$ cat src/rtl/swarm_config_regs.sv
// Host-visible configuration and control registers on the OCL AXI-Lite port.
// Latency: 1 cycle for both writes (bvalid) and reads (rvalid).
// Backpressure: one outstanding write and one outstanding read; a held response stalls its own channel.

package swarm;
    localparam int          N_TILES           = 4;
    localparam logic [31:0] VERSION           = 32'h5357_0102;
    localparam int          LOG_TQ_SIZE       = 10;
    localparam int          LOG_CQ_SLICE_SIZE = 8;
    localparam int          TS_WIDTH          = 32;
    localparam int          N_THREADS         = 16;
    localparam bit          UNORDERED         = 1'b0;
    localparam bit          NON_SPEC          = 1'b1;
    localparam bit          NO_SPILLING       = 1'b0;
    localparam bit          ALL_OCL           = 1'b1;
    localparam logic [4:0]  LOG_GVT_PERIOD    = 5'd12;
endpackage

module swarm_config_regs #(
    parameter int          ADDR_WIDTH = 8,
    parameter int          N_TILES    = swarm::N_TILES,
    parameter logic [31:0] VERSION    = swarm::VERSION
) (
    input  logic                  clk,
    input  logic                  rst,
    input  logic                  awvalid,
    output logic                  awready,
    input  logic [ADDR_WIDTH-1:0] awaddr,
    input  logic                  wvalid,
    output logic                  wready,
    input  logic [31:0]           wdata,
    input  logic [3:0]            wstrb,
    output logic                  bvalid,
    input  logic                  bready,
    output logic [1:0]            bresp,
    input  logic                  arvalid,
    output logic                  arready,
    input  logic [ADDR_WIDTH-1:0] araddr,
    output logic                  rvalid,
    input  logic                  rready,
    output logic [31:0]           rdata,
    output logic [1:0]            rresp,
    output logic [N_TILES-1:0]    cfg_tile_en,
    output logic [4:0]            cfg_log_gvt_period,
    output logic                  start_pulse,
    output logic                  running
);

    localparam int WW = ADDR_WIDTH - 2;

    // Word indices of the register map (byte address >> 2).
    localparam logic [WW-1:0] R_ID      = WW'(0);
    localparam logic [WW-1:0] R_NTILES  = WW'(1);
    localparam logic [WW-1:0] R_PARAMS  = WW'(2);
    localparam logic [WW-1:0] R_FLAGS   = WW'(3);
    localparam logic [WW-1:0] R_SCRATCH = WW'(4);
    localparam logic [WW-1:0] R_TILE_EN = WW'(5);
    localparam logic [WW-1:0] R_CTRL    = WW'(6);
    localparam logic [WW-1:0] R_GVT     = WW'(7);
    localparam logic [WW-1:0] R_CYC_LO  = WW'(8);
    localparam logic [WW-1:0] R_CYC_HI  = WW'(9);

    localparam logic [1:0] RESP_OKAY   = 2'b00;
    localparam logic [1:0] RESP_SLVERR = 2'b10;

    localparam logic [31:0] PARAMS_WORD = {8'(swarm::N_THREADS), 8'(swarm::TS_WIDTH),
                                           8'(swarm::LOG_CQ_SLICE_SIZE), 8'(swarm::LOG_TQ_SIZE)};
    localparam logic [31:0] FLAGS_WORD  = {28'b0, swarm::ALL_OCL, swarm::NO_SPILLING,
                                           swarm::NON_SPEC, swarm::UNORDERED};

    logic [31:0]        scratch;
    logic [N_TILES-1:0] tile_en;
    logic [N_TILES-1:0] tile_en_next;
    logic [4:0]         gvt;
    logic [63:0]        cycle_cnt;
    logic [31:0]        shadow;

    logic [WW-1:0]      wr_idx;
    logic [WW-1:0]      rd_idx;
    logic               wr_fire;
    logic               rd_fire;
    logic               wr_mapped;
    logic [31:0]        rd_dat;
    logic               rd_err;
    logic               unused_addr_lsbs;

    // Byte-offset bits carry no meaning: every register is a full word.
    assign wr_idx           = awaddr[ADDR_WIDTH-1:2];
    assign rd_idx           = araddr[ADDR_WIDTH-1:2];
    assign unused_addr_lsbs = ^{awaddr[1:0], araddr[1:0]};

    // AW and W are only taken together, and only when no write response is pending.
    assign wr_fire = awvalid & wvalid & ~bvalid & ~rst;
    assign awready = wr_fire;
    assign wready  = wr_fire;
    assign rd_fire = arvalid & ~rvalid & ~rst;
    assign arready = ~rvalid & ~rst;

    assign cfg_tile_en        = tile_en;
    assign cfg_log_gvt_period = gvt;

    function automatic logic [31:0] merge_bytes(input logic [31:0] old_val,
                                                input logic [31:0] new_val,
                                                input logic [3:0]  be);
        logic [31:0] res;
        res = old_val;
        for (int b = 0; b < 4; b++) begin
            if (be[b]) res[8*b +: 8] = new_val[8*b +: 8];
        end
        return res;
    endfunction

    // Write decode: which addresses exist, and the strobe-merged tile-enable value.
    always_comb begin
        wr_mapped = 1'b0;
        case (wr_idx)
            R_ID, R_NTILES, R_PARAMS, R_FLAGS, R_SCRATCH,
            R_TILE_EN, R_CTRL, R_GVT, R_CYC_LO, R_CYC_HI: wr_mapped = 1'b1;
            default:                                     wr_mapped = 1'b0;
        endcase
        tile_en_next = tile_en;
        for (int i = 0; i < N_TILES; i++) begin
            if (wstrb[i/8]) tile_en_next[i] = wdata[i];
        end
    end

    // Read mux: values as they stand in the accept cycle (pre-write on a concurrent write).
    always_comb begin
        rd_dat = '0;
        rd_err = 1'b0;
        case (rd_idx)
            R_ID:      rd_dat = VERSION;
            R_NTILES:  rd_dat = 32'(N_TILES);
            R_PARAMS:  rd_dat = PARAMS_WORD;
            R_FLAGS:   rd_dat = FLAGS_WORD;
            R_SCRATCH: rd_dat = scratch;
            R_TILE_EN: rd_dat[N_TILES-1:0] = tile_en;
            R_CTRL:    rd_dat[0] = running;
            R_GVT:     rd_dat[4:0] = gvt;
            R_CYC_LO:  rd_dat = cycle_cnt[31:0];
            R_CYC_HI:  rd_dat = shadow;
            default:   rd_err = 1'b1;
        endcase
    end

    // Write channel: register updates, run control and the write response.
    always_ff @(posedge clk or posedge rst) begin
        if (rst) begin
            bvalid      <= 1'b0;
            bresp       <= RESP_OKAY;
            scratch     <= '0;
            tile_en     <= '0;
            gvt         <= swarm::LOG_GVT_PERIOD;
            running     <= 1'b0;
            start_pulse <= 1'b0;
        end else begin
            start_pulse <= 1'b0;
            if (wr_fire) begin
                bvalid <= 1'b1;
                bresp  <= wr_mapped ? RESP_OKAY : RESP_SLVERR;
                case (wr_idx)
                    R_SCRATCH: scratch <= merge_bytes(scratch, wdata, wstrb);
                    R_TILE_EN: tile_en <= tile_en_next;
                    R_GVT:     if (wstrb[0]) gvt <= wdata[4:0];
                    R_CTRL: begin
                        // Stop dominates; start only pulses on a real 0->1 transition.
                        if (wstrb[0]) begin
                            if (wdata[1]) begin
                                running <= 1'b0;
                            end else if (wdata[0] && !running) begin
                                running     <= 1'b1;
                                start_pulse <= 1'b1;
                            end
                        end
                    end
                    default: ;
                endcase
            end else if (bready) begin
                bvalid <= 1'b0;
            end
        end
    end

    // Read channel: registered data/response, held stable until rready.
    always_ff @(posedge clk or posedge rst) begin
        if (rst) begin
            rvalid <= 1'b0;
            rdata  <= '0;
            rresp  <= RESP_OKAY;
            shadow <= '0;
        end else begin
            if (rd_fire) begin
                rvalid <= 1'b1;
                rdata  <= rd_dat;
                rresp  <= rd_err ? RESP_SLVERR : RESP_OKAY;
                // Snapshot the high word in the same cycle the low word is sampled.
                if (rd_idx == R_CYC_LO) shadow <= cycle_cnt[63:32];
            end else if (rready) begin
                rvalid <= 1'b0;
            end
        end
    end

    // Free-running cycle counter, wraps naturally at 2^64.
    always_ff @(posedge clk or posedge rst) begin
        if (rst) cycle_cnt <= '0;
        else     cycle_cnt <= cycle_cnt + 64'd1;
    end

endmodule

$ cat config.mk
export PLATFORM = sky130hd
export DESIGN_NAME = swarm_config_regs
export DESIGN_NICKNAME = d
export VERILOG_FILES = /design/src/rtl/swarm_config_regs.sv
export SDC_FILE = /design/constraint.sdc
export NUM_CORES = 1
export LEC_CHECK = 0
export ABC_AREA = 0
export CAP_MARGIN = 15
export CELL_PAD_IN_SITES_DETAIL_PLACEMENT = 0
export CELL_PAD_IN_SITES_GLOBAL_PLACEMENT = 1
export CORE_ASPECT_RATIO = 0.75
export CORE_UTILIZATION = 40
export CTS_CLUSTER_DIAMETER = 150
export DETAILED_ROUTE_END_ITERATION = 6
export GPL_TIMING_DRIVEN = 1
export HOLD_SLACK_MARGIN = 0.08
export PLACE_DENSITY = 0.8
export RECOVER_POWER = 50
export SYNTH_ARGS = -nofsm -noshare
export SYNTH_HDL_FRONTEND = slang
export SYNTH_SLANG_ARGS = --single-unit
$ cat constraint.sdc
create_clock -name clk -period 6.3 [get_ports clk]
set_input_delay 1.89 -clock clk [delete_from_list [all_inputs] [get_ports clk]]
set_output_delay 1.89 -clock clk [all_outputs]
set_load 0.005 [all_outputs]
==> impl_metrics.tcl <==
set metrics [dict create \
    rows 44 \
    drc 28 \
    p_total_w 0.00224 \
    critPathLaunchType "input port" \
    synth_seq_area_share_pct 54.7 \
    clk_latency_ps 440 \
    vdd_drop_max_mv 0.200 \
    setup_viol 0 \
    leakage_nw 4.34 \
    start_util_pct 41.1 \
    power_density_nw_per_um2 232 \
    core_um2 19500 \
    postRouteAntennaNets 0 \
    min_path_type "reg2reg" \
    cp-end-kind "output pin" \
    cts-buffers-inserted 17 \
    synth_area_leaders "dfrtp_1 (54%), mux2_2 (6.7%), xnor2_1 (4.7%)" \
    cap_violations 2 \
    worst_slew_pin_slew_ps 2350 \
    clockBufferDepth 2 \
    grt_max_degree 176 \
    yosys.area.top_type "dfrtp_1" \
    antenna_cells 0 \
    synth_top_area_share_pct 54.1 \
    die-area_um2 20600 \
    synthArstFlopShare_pct 100 \
    grt_pass1_wl_um 31300 \
    finalHoldViolCount 0 \
    antenna_found_initial 0 \
    post-route-period-util_pct 85.6 \
    syn_area_um2 8010 \
    slew_headroom_pct -56.9 \
    clock_skew_ps 9.08 \
    clkTransAtPathRegs_ps 60 \
    syn_to_final_growth_pct 20.5 \
    cts-root-buf "clkbuf_16" \
    synth.distinct_cells 61 \
    tritoncts "built" \
    numPortBuffers 104 \
    ys_warn_count 0 \
    fp.dieW_um 165 \
    ys_seq_elements 175 \
    period_minus_slack_ps 5390 \
    violations "DRC, capacitance limit, slew limit" \
    critPathRequiredTime_ps 4410 \
    nFillCells 1703 \
    yosysMostFrequentCell "dfrtp_1" \
    htree_levels 4 \
    overflow 0 \
    fmax_mhz 185 \
    synthCells 670 \
    fin_util_pct 49.5 \
    critPathKind "in2out" \
    rr_worst_depth 5 \
    clock_sinks 175 \
    synth_edf_count 0 \
    postCtsResizedCells 0 \
    wl_um 19600 \
    cts_setup_buffers 0 \
    die_y_um 125 \
    gp_congestion 0.810 \
    vias_per_cell 5.52 \
    pin_count 111 \
    slew_viol_final 185 \
    drtIter0Drc 555 \
    ys_top_cells_by_count "dfrtp_1 (173), nand2_1 (71), mux2_2 (48)" \
    fin_nets 827 \
    hpwl_um 13800 \
    worstHoldEndpoint "rdata[3]" \
    p_int_w 0.00172 \
    drt-wirelength-per-cell_um 19.0 \
    path_max_fanout 8 \
    rsz0062_at_grt "no" \
    run_status "finished, violations left" \
    grt_pass1_vias 5727 \
    vias 5699 \
    r2r-end "cycle_cnt[61]" \
    grt.total_usage_pct 20.0 \
    rrSetupSlack_ps 2980 \
    combPwrFrac_pct 5.4 \
    switchingPower_w 0.000520 \
    min_path_cells 1 \
    arrival_ps 3500 \
    fin_tns_setup_ps 0 \
    avgSynthCellArea_um2 12.0 \
    drive_gt1_share_pct 13.7 \
    switching_share_pct 23.2 \
    hp-start "rdata[3]" \
    clkPwrFrac_pct 43.5 \
    whs_ps 481 \
    firstDrtPassIters 7 \
    reg2reg_from "cycle_cnt[5]" \
    seqPwrFrac_pct 51.1 \
    synth-main-ff-cell "dfrtp_1" \
    cts-hold-fix-buffers 0 \
]
through the flow:
| step | worst slack [ps] | std cells | cell area [µm²] |
|---|---|---|---|
| final | 908 | 1033 | 9650 |
| after global routing | 823 | 1033 | 9650 |
| after CTS | 1020 | 1033 | 9780 |
| after detailed placement | 1020 | 1001 | 9240 |
| after global placement | 1050 | 1001 | 9240 |
| after floorplan | 2030 | 671 | 8020 |
area by class of cell:
class                           count  area [µm²]  area share, %
Clock buffer                       20         457           4.73
Timing Repair Buffer              109        1080           11.2
Tap cell                          253         317           3.28
Sequential cell                   175        4380           45.4
Clock inverter                     12        86.3          0.895
Multi-Input combinational cell    449        3270           33.9
Inverter                           15        60.1          0.622
worst max-delay path: stages:
cell,delay [ps]
dlygate4sd3_1,610
and4bb_1,450
clkdlybuf4s50_1,560
how the worst max path moves through the flow:
stage	startpoint	end	slack (ps)	depth (start not counted)
after global routing	rst	wready	820	3
after floorplan	rst	wready	2030	3
after detailed placement	rst	awready	1020	3
final	rst	awready	910	3
after CTS	rst	awready	1020	3
after global placement	rst	awready	1050	3
layout by cell type, fill, tap and decap left out, types with 5 or more instances in the layout:
cell / synthesis / routed
dfrtp_1: 173 / 173
o21ai_0: 31 / 31
nor3_1: 6 / 10
nand2_1: 71 / 71
nand3_1: 30 / 33
and3_1: 10 / 10
mux2_2: 48 / 48
a31oi_1: 5 / 5
nor2_1: 30 / 30
and4_1: 5 / 6
a22o_1: 10 / 10
inv_1: 15 / 14
clkbuf_16: 0 / 17
xor2_1: 18 / 18
xnor2_1: 43 / 43
nand4_1: 20 / 24
mux2_1: 20 / 20
and2_1: 7 / 5
a22oi_1: 14 / 14
clkdlybuf4s50_1: 0 / 103
a222oi_1: 16 / 16
sequential cells by signal (all words and copies together) (netlist names):
signal	cells
bvalid	1
cfg_log_gvt_period	5
rdata	32
rresp	1
shadow	32
scratch	32
cfg_tile_en	4
start_pulse	1
bresp	1
cycle_cnt	64
running	1
rvalid	1
power by group through the flow:
stage	Sequential, W	Combinational [W]	Clock, W
global placement	0.00117	0.000123	0
CTS	0.00114	0.000125	0.000996
finish	0.00115	0.000122	0.000975
detailed placement	0.00117	0.000125	0
floorplan	0.00116	0.0000526	0
global route	0.00115	0.000135	0.00104
cell families after synthesis:
group / share of synthesized area (%)
xor+xnor: 6.87
simple gates: 16.8
mux: 10.3
other cells: 0.0468
fa+ha+maj: 0.156
flops: 54.7
buf+inv: 3.02
compound gates: 8.06
metal layers:
layer / GRT usage, % / vias up / wire length [µm]
li1: - / 2617 / -
met1: 29.2 / 2894 / 9390
met2: 29.2 / 171 / 8700
met3: 5.36 / 17 / 1330
met4: 5.13 / 0 / 216
met5: 0 / - / 0
Note: power is estimated with default switching activity, not from simulation.
